--- src/rtl/seq_alu_core.sv ---
// Multi-cycle ALU: single-cycle logic/arithmetic, iterative shifts (one bit per
// cycle) and shift-add multiply, with registered result, flags and done pulse.
module seq_alu_core #(
  parameter int WIDTH = 8,
  parameter int SHW   = $clog2(WIDTH)
) (
  input  logic             clk,
  input  logic             rst_n,
  input  logic             start,
  input  logic [3:0]       opcode,
  input  logic [WIDTH-1:0] a,
  input  logic [WIDTH-1:0] b,
  output logic             busy,
  output logic             done,
  output logic [WIDTH-1:0] result,
  output logic [WIDTH-1:0] result_hi,
  output logic             zero,
  output logic             carry,
  output logic             neg,
  output logic             ovf,
  output logic             err,
  output logic [1:0]       state_dbg
);

  localparam logic [3:0] OP_ADD  = 4'd0;
  localparam logic [3:0] OP_SUB  = 4'd1;
  localparam logic [3:0] OP_AND  = 4'd2;
  localparam logic [3:0] OP_OR   = 4'd3;
  localparam logic [3:0] OP_XOR  = 4'd4;
  localparam logic [3:0] OP_NOT  = 4'd5;
  localparam logic [3:0] OP_SHL  = 4'd6;
  localparam logic [3:0] OP_SHR  = 4'd7;
  localparam logic [3:0] OP_SRA  = 4'd8;
  localparam logic [3:0] OP_MUL  = 4'd9;
  localparam logic [3:0] OP_CMP  = 4'd10;
  localparam logic [3:0] OP_PASS = 4'd11;

  localparam logic [SHW:0] CNT_ONE = (SHW+1)'(1);
  localparam logic [SHW:0] CNT_MUL = (SHW+1)'(WIDTH);

  typedef enum logic [1:0] {
    S_IDLE  = 2'd0,
    S_SHIFT = 2'd1,
    S_MUL   = 2'd2
  } state_t;

  state_t state, state_d;

  // Handshake: an op is accepted on any rising edge where start=1 and busy=0;
  // start while busy is dropped, and each accepted op yields exactly one done.
  logic             accept;
  logic [3:0]       op_q;
  logic [WIDTH-1:0] mcand_q, work_hi, work_lo;
  logic [SHW:0]     cnt;

  logic [SHW-1:0]   s_amt;
  logic [WIDTH:0]   add_full, sub_full, mul_sum;
  logic [WIDTH-1:0] sh_next, mul_hi_next, mul_lo_next;
  logic             sh_out;

  logic             cpl, wr_res;
  logic [WIDTH-1:0] res_d, hi_d;
  logic             z_d, c_d, n_d, o_d, err_d;

  assign accept    = start && (state == S_IDLE);
  assign s_amt     = b[SHW-1:0];
  assign add_full  = {1'b0, a} + {1'b0, b};
  assign sub_full  = {1'b0, a} - {1'b0, b};
  assign busy      = (state != S_IDLE);
  assign state_dbg = state;

  always_comb begin
    sh_next = {1'b0, work_lo[WIDTH-1:1]};
    sh_out  = work_lo[0];
    case (op_q)
      OP_SHL:  begin sh_next = {work_lo[WIDTH-2:0], 1'b0}; sh_out = work_lo[WIDTH-1]; end
      OP_SRA:  sh_next = {work_lo[WIDTH-1], work_lo[WIDTH-1:1]};
      default: ;
    endcase
  end

  // One shift-add step: conditionally add the multiplicand, then shift the
  // {hi, lo} pair right so consumed multiplier bits fall out of work_lo.
  assign mul_sum     = {1'b0, work_hi} + (work_lo[0] ? {1'b0, mcand_q} : '0);
  assign mul_hi_next = mul_sum[WIDTH:1];
  assign mul_lo_next = {mul_sum[0], work_lo[WIDTH-1:1]};

  always_ff @(posedge clk or negedge rst_n) begin
    if (!rst_n) state <= S_IDLE;
    else        state <= state_d;
  end

  always_comb begin
    state_d = state;
    cpl     = 1'b0;
    wr_res  = 1'b0;
    res_d   = '0;
    hi_d    = '0;
    c_d     = 1'b0;
    o_d     = 1'b0;
    err_d   = 1'b0;
    case (state)
      S_IDLE: begin
        if (start) begin
          case (opcode)
            OP_ADD: begin
              cpl = 1'b1; wr_res = 1'b1;
              res_d = add_full[WIDTH-1:0];
              c_d   = add_full[WIDTH];
              o_d   = (a[WIDTH-1] == b[WIDTH-1]) && (add_full[WIDTH-1] != a[WIDTH-1]);
            end
            OP_SUB, OP_CMP: begin
              cpl = 1'b1; wr_res = (opcode == OP_SUB);
              res_d = sub_full[WIDTH-1:0];
              c_d   = sub_full[WIDTH];
              o_d   = (a[WIDTH-1] != b[WIDTH-1]) && (sub_full[WIDTH-1] != a[WIDTH-1]);
            end
            OP_AND:  begin cpl = 1'b1; wr_res = 1'b1; res_d = a & b; end
            OP_OR:   begin cpl = 1'b1; wr_res = 1'b1; res_d = a | b; end
            OP_XOR:  begin cpl = 1'b1; wr_res = 1'b1; res_d = a ^ b; end
            OP_NOT:  begin cpl = 1'b1; wr_res = 1'b1; res_d = ~a; end
            OP_PASS: begin cpl = 1'b1; wr_res = 1'b1; res_d = b; end
            OP_SHL, OP_SHR, OP_SRA: begin
              if (s_amt == '0) begin
                cpl = 1'b1; wr_res = 1'b1; res_d = a;
              end else begin
                state_d = S_SHIFT;
              end
            end
            OP_MUL:  state_d = S_MUL;
            default: begin cpl = 1'b1; wr_res = 1'b1; err_d = 1'b1; end
          endcase
        end
      end
      S_SHIFT: begin
        if (cnt == CNT_ONE) begin
          state_d = S_IDLE;
          cpl = 1'b1; wr_res = 1'b1;
          res_d = sh_next;
          c_d   = sh_out;
        end
      end
      S_MUL: begin
        if (cnt == CNT_ONE) begin
          state_d = S_IDLE;
          cpl = 1'b1; wr_res = 1'b1;
          res_d = mul_lo_next;
          hi_d  = mul_hi_next;
          c_d   = |mul_hi_next;
        end
      end
      default: state_d = S_IDLE;
    endcase
    // MUL flags describe the full double-width product.
    if (state == S_MUL) begin
      z_d = ~|{hi_d, res_d};
      n_d = hi_d[WIDTH-1];
    end else begin
      z_d = ~|res_d;
      n_d = res_d[WIDTH-1];
    end
  end

  always_ff @(posedge clk or negedge rst_n) begin
    if (!rst_n) begin
      op_q    <= '0;
      mcand_q <= '0;
      work_hi <= '0;
      work_lo <= '0;
      cnt     <= '0;
    end else if (accept) begin
      op_q    <= opcode;
      mcand_q <= a;
      work_hi <= '0;
      work_lo <= (opcode == OP_MUL) ? b : a;
      cnt     <= (opcode == OP_MUL) ? CNT_MUL : {1'b0, s_amt};
    end else if (state == S_SHIFT) begin
      work_lo <= sh_next;
      cnt     <= cnt - CNT_ONE;
    end else if (state == S_MUL) begin
      work_hi <= mul_hi_next;
      work_lo <= mul_lo_next;
      cnt     <= cnt - CNT_ONE;
    end
  end

  always_ff @(posedge clk or negedge rst_n) begin
    if (!rst_n) begin
      done      <= 1'b0;
      result    <= '0;
      result_hi <= '0;
      zero      <= 1'b0;
      carry     <= 1'b0;
      neg       <= 1'b0;
      ovf       <= 1'b0;
      err       <= 1'b0;
    end else begin
      done <= cpl;
      if (cpl) begin
        zero  <= z_d;
        carry <= c_d;
        neg   <= n_d;
        ovf   <= o_d;
        err   <= err_d;
        if (wr_res) begin
          result    <= res_d;
          result_hi <= hi_d;
        end
      end
    end
  end

endmodule
--- config.mk ---
export PLATFORM = sky130hd
export DESIGN_NAME = seq_alu_core
export DESIGN_NICKNAME = d
export VERILOG_FILES = /design/src/rtl/seq_alu_core.sv
export SDC_FILE = /design/constraint.sdc
export NUM_CORES = 1
export LEC_CHECK = 0
export BUFFER_PORTS_ARGS = -buffer_cell sky130_fd_sc_hd__clkbuf_2
export CAP_MARGIN = 20
export CORE_MARGIN = 5
export CORE_UTILIZATION = 45
export CTS_CLUSTER_DIAMETER = 30
export DETAILED_ROUTE_END_ITERATION = 7
export REMOVE_ABC_BUFFERS = 1
export SYNTH_ARGS = -nofsm -noshare
export SYNTH_HDL_FRONTEND = slang
export SYNTH_SLANG_ARGS = --single-unit
export TNS_END_PERCENT = 1
--- constraint.sdc ---
create_clock -name clk -period 8.1 [get_ports clk]
set_input_delay 0.405 -clock clk [delete_from_list [all_inputs] [get_ports clk]]
set_output_delay 0.405 -clock clk [all_outputs]
set_load 0.005 [all_outputs]
Yosys cells after proc, flatten, opt, wreduce, memory -nomap -nowiden. Cells that the tools add are included.

Input bits: 23. Flip-flop bits (word level): 56. Output and inout port bits: 25.

Equality and inequality tests: 25. Bitwise operators: 4. Add/sub/neg operators: 4. Reduce and logical (&&, ||, !) cells: 21. Muxes and demuxes: 48.

Operator list (count): 2-to-1 mux 8 bit (14); one-hot mux 8 bit (8 select lines) (1); one-hot mux 8 bit (3 select lines) (1); equality test 4 x 3 -> 1 bit (second input constant) (5); equality test 4 bit (second input constant) (5); adder 8 x 8 -> 9 bit (2); 2-to-1 mux 4 bit (4); one-hot mux 8 bit (2 select lines) (1); OR reduction 16 bit (1); OR reduction 8 bit (2); 2-to-1 mux 1 bit (15); OR reduction 12 bit (1); one-hot mux 1 bit (2 select lines) (5); subtractor 8 x 8 -> 9 bit (1); bitwise AND 8 bit (1); equality test 4 x 1 -> 1 bit (second input constant) (2); equality test 4 x 2 -> 1 bit (second input constant) (2); inverter 8 bit (1); bitwise OR 8 bit (1); one-hot mux 2 bit (2 select lines) (2); XOR 8 bit (1); 2-to-1 mux 2 bit (3); one-hot mux 1 bit (3 select lines) (2); logical NOT 4 bit (1); 19 further kinds (28).

Depth between registers and ports, before layout.
Word-level depth: 8. Depth in mapped cells: 12.

Worst setup path before layout. No wires, ideal clock.

Path type: register -> register. Start point: reg work_lo[0]. End point: reg zero. Setup slack: 5.366 ns. Arrival: 2.612 ns. Stages on the path, launching flop included: 12. Path through: dfrtp_1 > clkbuf_1 > and2_1 > ha_1 > fa_1 > a211oi_1 > nor2_1 > o31ai_1 > a21boi_0 > nor4b_1 > or2_2 > a32o_1.

Longest elaborated chain between the ends: 7.

RTL lines: start: declaration (RTL line 53) `logic [WIDTH-1:0] mcand_q, work_hi, work_lo;`; start signal: assignment (RTL line 175) `work_lo <= (opcode == OP_MUL) ? b : a;`; start signal: assignment (RTL line 178) `work_lo <= sh_next;`; start signal: assignment (RTL line 182) `work_lo <= mul_lo_next;`; 2-to-1 mux 8 bit (RTL line 84) `assign mul_sum = {1'b0, work_hi} + (work_lo[0] ? {1'b0, mcand_q} : '0);`; adder 8 x 8 -> 9 bit (RTL line 84); 2-to-1 mux 8 bit (RTL line 144) `if (cnt == CNT_ONE) begin`; one-hot mux 8 bit (3 select lines) / 2-to-1 mux 8 bit (equally long branches) (RTL line 102) `case (state)`; OR reduction 16 bit / OR reduction 8 bit (equally long branches) (RTL line 156, 159); logical NOT 1 bit (on tied branches) (RTL line 156, 159); 2-to-1 mux 1 bit (*) (RTL line 155) `if (state == S_MUL) begin`; end signal: assignment (RTL line 200) `zero <= z_d;`; end: declaration (RTL line 17) `output logic zero,`.

Every way passes the cells marked *; elsewhere a longest branch is shown, timed or not. A chain may end at the register's enable or synchronous reset.

Final worst setup path.
Start point: reg state[0], in the netlist state_dbg[0]. End point: reg result[4].

Longest elaborated chain between the ends: 4.

RTL lines: start: declaration (RTL line 47) `state_t state, state_d;`; start signal: assignment (RTL line 90) `else state <= state_d;`; equality test 2 bit / equality test 2 x 1 -> 1 bit (equally long branches) (RTL line 102); OR reduction 2 bit (no source line); one-hot mux 1 bit (2 select lines) (*) (RTL line 102); net cpl (RTL line 61) `logic cpl, wr_res;`; AND reduction 2 bit (no source line) (*); end signal: assignment (RTL line 206) `result <= res_d;`; end: declaration (RTL line 15) `output logic [WIDTH-1:0] result,`.

Mark *: on every way through the listed nets, which the timed path passes. The rest lies on a longest branch.

==> impl_results.md <==
* CP Data Arrival Time at 3.47 ns
* Critical path type: flip-flop to flip-flop
* RSZ-0062 raised after global routing: false
* Number of clock sinks at 56
* Final Setup Violations at 0
* GPL Wtd Cong at 0.919
* Worst slack, placed at 4.78 ns
* Post-Route WL at 14200 um
* Row count at 37
* Most common cell in the netlist: nand2_1
* IO Count at 48
* Wire per inst at 19.3 um
* Total grt overflow at 0
* Antenna Nets Post-Route at 0
* Minimum clock period at 3.25 ns
* CTS Hold Bufs at 0
* Synth async-reset ratio at 1.00
* Antenna cells at 0
* Sequential share of the synthesized area at 0.293
* Yosys reg bits at 56
* Placed cell areas at 0.00506 mm^2
* Nets at 663
* Die height at 113 um
* Static Leak at 2.37 nW
* Max-slew headroom at 0.288
* Fin util at 0.500
* WP data required at 8.31 ns
* Initial Util at 0.462
* Post-Route Setup TNS at 0 ns
* Synth area leaders: dfrtp_1 (29%), ha_1 (9.9%), nand2_1 (5.1%)
* Status: finished, final reports clean
* Tightest Pin Transition at 1.05 ns
* Core Area at 0.0104 mm^2
* Root buffer cell: clkbuf_8
* First-pass GRT wire length at 23200 um
* DP HPWL at 10900 um
* Pwr Total at 1.28 mW
* DRT Pass-1 Iters at 6
* Die width at 113 um
* H-tree Lvls at 2
* PnR worst setup slack at 4.85 ns
* FF-to-FF path depth at 8
* Total number of vias at 4381
* # Max-Cap Violations at 0
* Ys Warns at 0
* Maximum buffer depth of the clock tree at 2
* Clock skew after layout at 0.0124 ns
* DRC at 0
* Synth Instances at 570
* Worst min-delay path category: input pin to asynchronous set/reset pin
* Upper clock frequency limit at 307 MHz
* Startpoint types: flip-flop
* Synth top area share at 0.293
* Vias/cell at 5.95
* Vias in the first global route at 4403
* Worst-Skew Late Latency at 0.33 ns
* Clock transition at path regs at 0.11 ns
* Fin area at 0.00518 mm^2
* CTS tree: built
* Die area at 0.0128 mm^2
* Worst Setup End Kind: flip-flop
* Max FO, Critical Path at 27
* Final Cycle Share at 0.402
* IO Port Bufs at 47
* # fillers at 1035
* Hold Fails Final Rpt at 0
* EDFF count, synth at 0
* Largest net degree at the start of global routing at 57
* Ys flop type: dfrtp_1
* Synthesized cell area at 0.00479 mm^2
* Post-CTS Setup Bufs at 0
* Avg Inst Size Synth at 8.40 um^2
* IR drop worst, VDD at 0.0000935 V
* Initial antenna violation count at 0
* Gr usage total at 0.227
* Synth area leader: dfrtp_1
* Synth top cells by count: nand2_1 (65), dfrtp_1 (56), nor2_1 (42)
* Iteration-0 DRC Markers at 275
* Resized cells post-CTS at 0
* Layout cell share with drive strength beyond 1 at 0.123
* Final Max Tran Viols at 0
* Cts bufs inserted at 5
* Synth unique cells at 72
* P&R area growth vs syn at 8.24%
* Pwr Density at 248 mW/mm^2
==> kinds of logic after synthesis <==
family,count (synthesis),share of synthesized area
AO/OA/AOI/OAI,190,0.267
XOR/XNOR,9,0.0165
adder cells (fa/ha/maj),41,0.112
buffers and inverters,65,0.0641
flip-flops,56,0.293
multiplexers,23,0.0494
AND/OR/NAND/NOR,186,0.198
==> worst paths after layout <==
check / start / endpoint / slack (ns)
setup / recovery: state_dbg[0] / result[4] / 4.85
hold / removal: rst_n / work_hi[5] / 0.20
setup reg to reg: state_dbg[0] / result[4] / 4.85
hold reg to reg: mcand_q[5] / mcand_q[5] / 0.48
max in group asynchronous: rst_n / op_q[1] / 7.40
min in group clk: b[0] / cnt[0] / 0.42
==> through the flow <==
stage | hold WS [ns] | std cells
2_1_floorplan | 0.109 | 538
3_3_place_gp | 0.452 | 728
6_report | 0.201 | 736
3_5_place_dp | 0.463 | 728
5_1_grt | 0.274 | 736
4_1_cts | 0.238 | 736
==> flip-flops by register name (all words and copies together), names as in the netlist <==
name       cells
done           1
state_dbg      2
cnt            4
zero           1
carry          1
err            1
ovf            1
result_hi      8
result         8
op_q           4
work_hi        8
neg            1
mcand_q        8
work_lo        8
==> critical path, stage by stage, from the launching register on <==
cell and delay, ns:
dfrtp_1 0.46, inv_1 0.09, ha_1 0.25, nand2_1 0.66, o32a_1 0.25, or2_1 0.27
inv_4 0.08, a32oi_4 0.69, mux2_1 0.39
==> area by class of cell <==
class | count | area [um^2] | share of cell area
clock inverters | 3 | 47.5 | 0.00918
inverters | 33 | 126 | 0.0244
multi-input cells | 449 | 3080 | 0.594
repair buffers | 54 | 288 | 0.0556
clock buffers | 5 | 68.8 | 0.0133
well taps | 136 | 170 | 0.0329
flip-flops and latches | 56 | 1400 | 0.271
==> placed cells by master, fill, tap and decap left out, types with 5 or more instances in the layout <==
master,count
nand2_1,65
dfrtp_1,56
clkbuf_2,47
nor2_1,42
o21ai_0,41
a21oi_1,40
ha_1,38
inv_1,32
mux2i_1,18
a211oi_1,18
nand3_1,14
o31ai_1,13
and2_1,10
a21o_1,8
nor3_1,7
o21a_1,7
buf_4,7
o22ai_1,6
o21bai_1,6
a22o_1,6
nand3b_1,5
nor3b_1,5
xnor2_1,5
nand2b_1,5
or4_1,5
mux2_1,5
a2bb2oi_1,5
clkbuf_8,5
==> power breakdown <==
group	total [mW]	leakage, nW	switching [mW]	internal [mW]
Combinational	0.629	1.58	0.379	0.250
Sequential	0.462	0.726	0.0887	0.374
Clock	0.193	0.0583	0.0994	0.0933
Total	1.28	2.37	0.567	0.717
==> metal layers <==
layer / part of all wire / vias up / track usage
met1: 0.44 / 2102 / 0.291
met3: 0.036 / 28 / 0.0283
li1: - / 2136 / -
met4: 0.030 / 0 / 0.0865
met5: 0 / - / 0
met2: 0.50 / 115 / 0.389
Note: power is estimated with default switching activity, not from simulation.
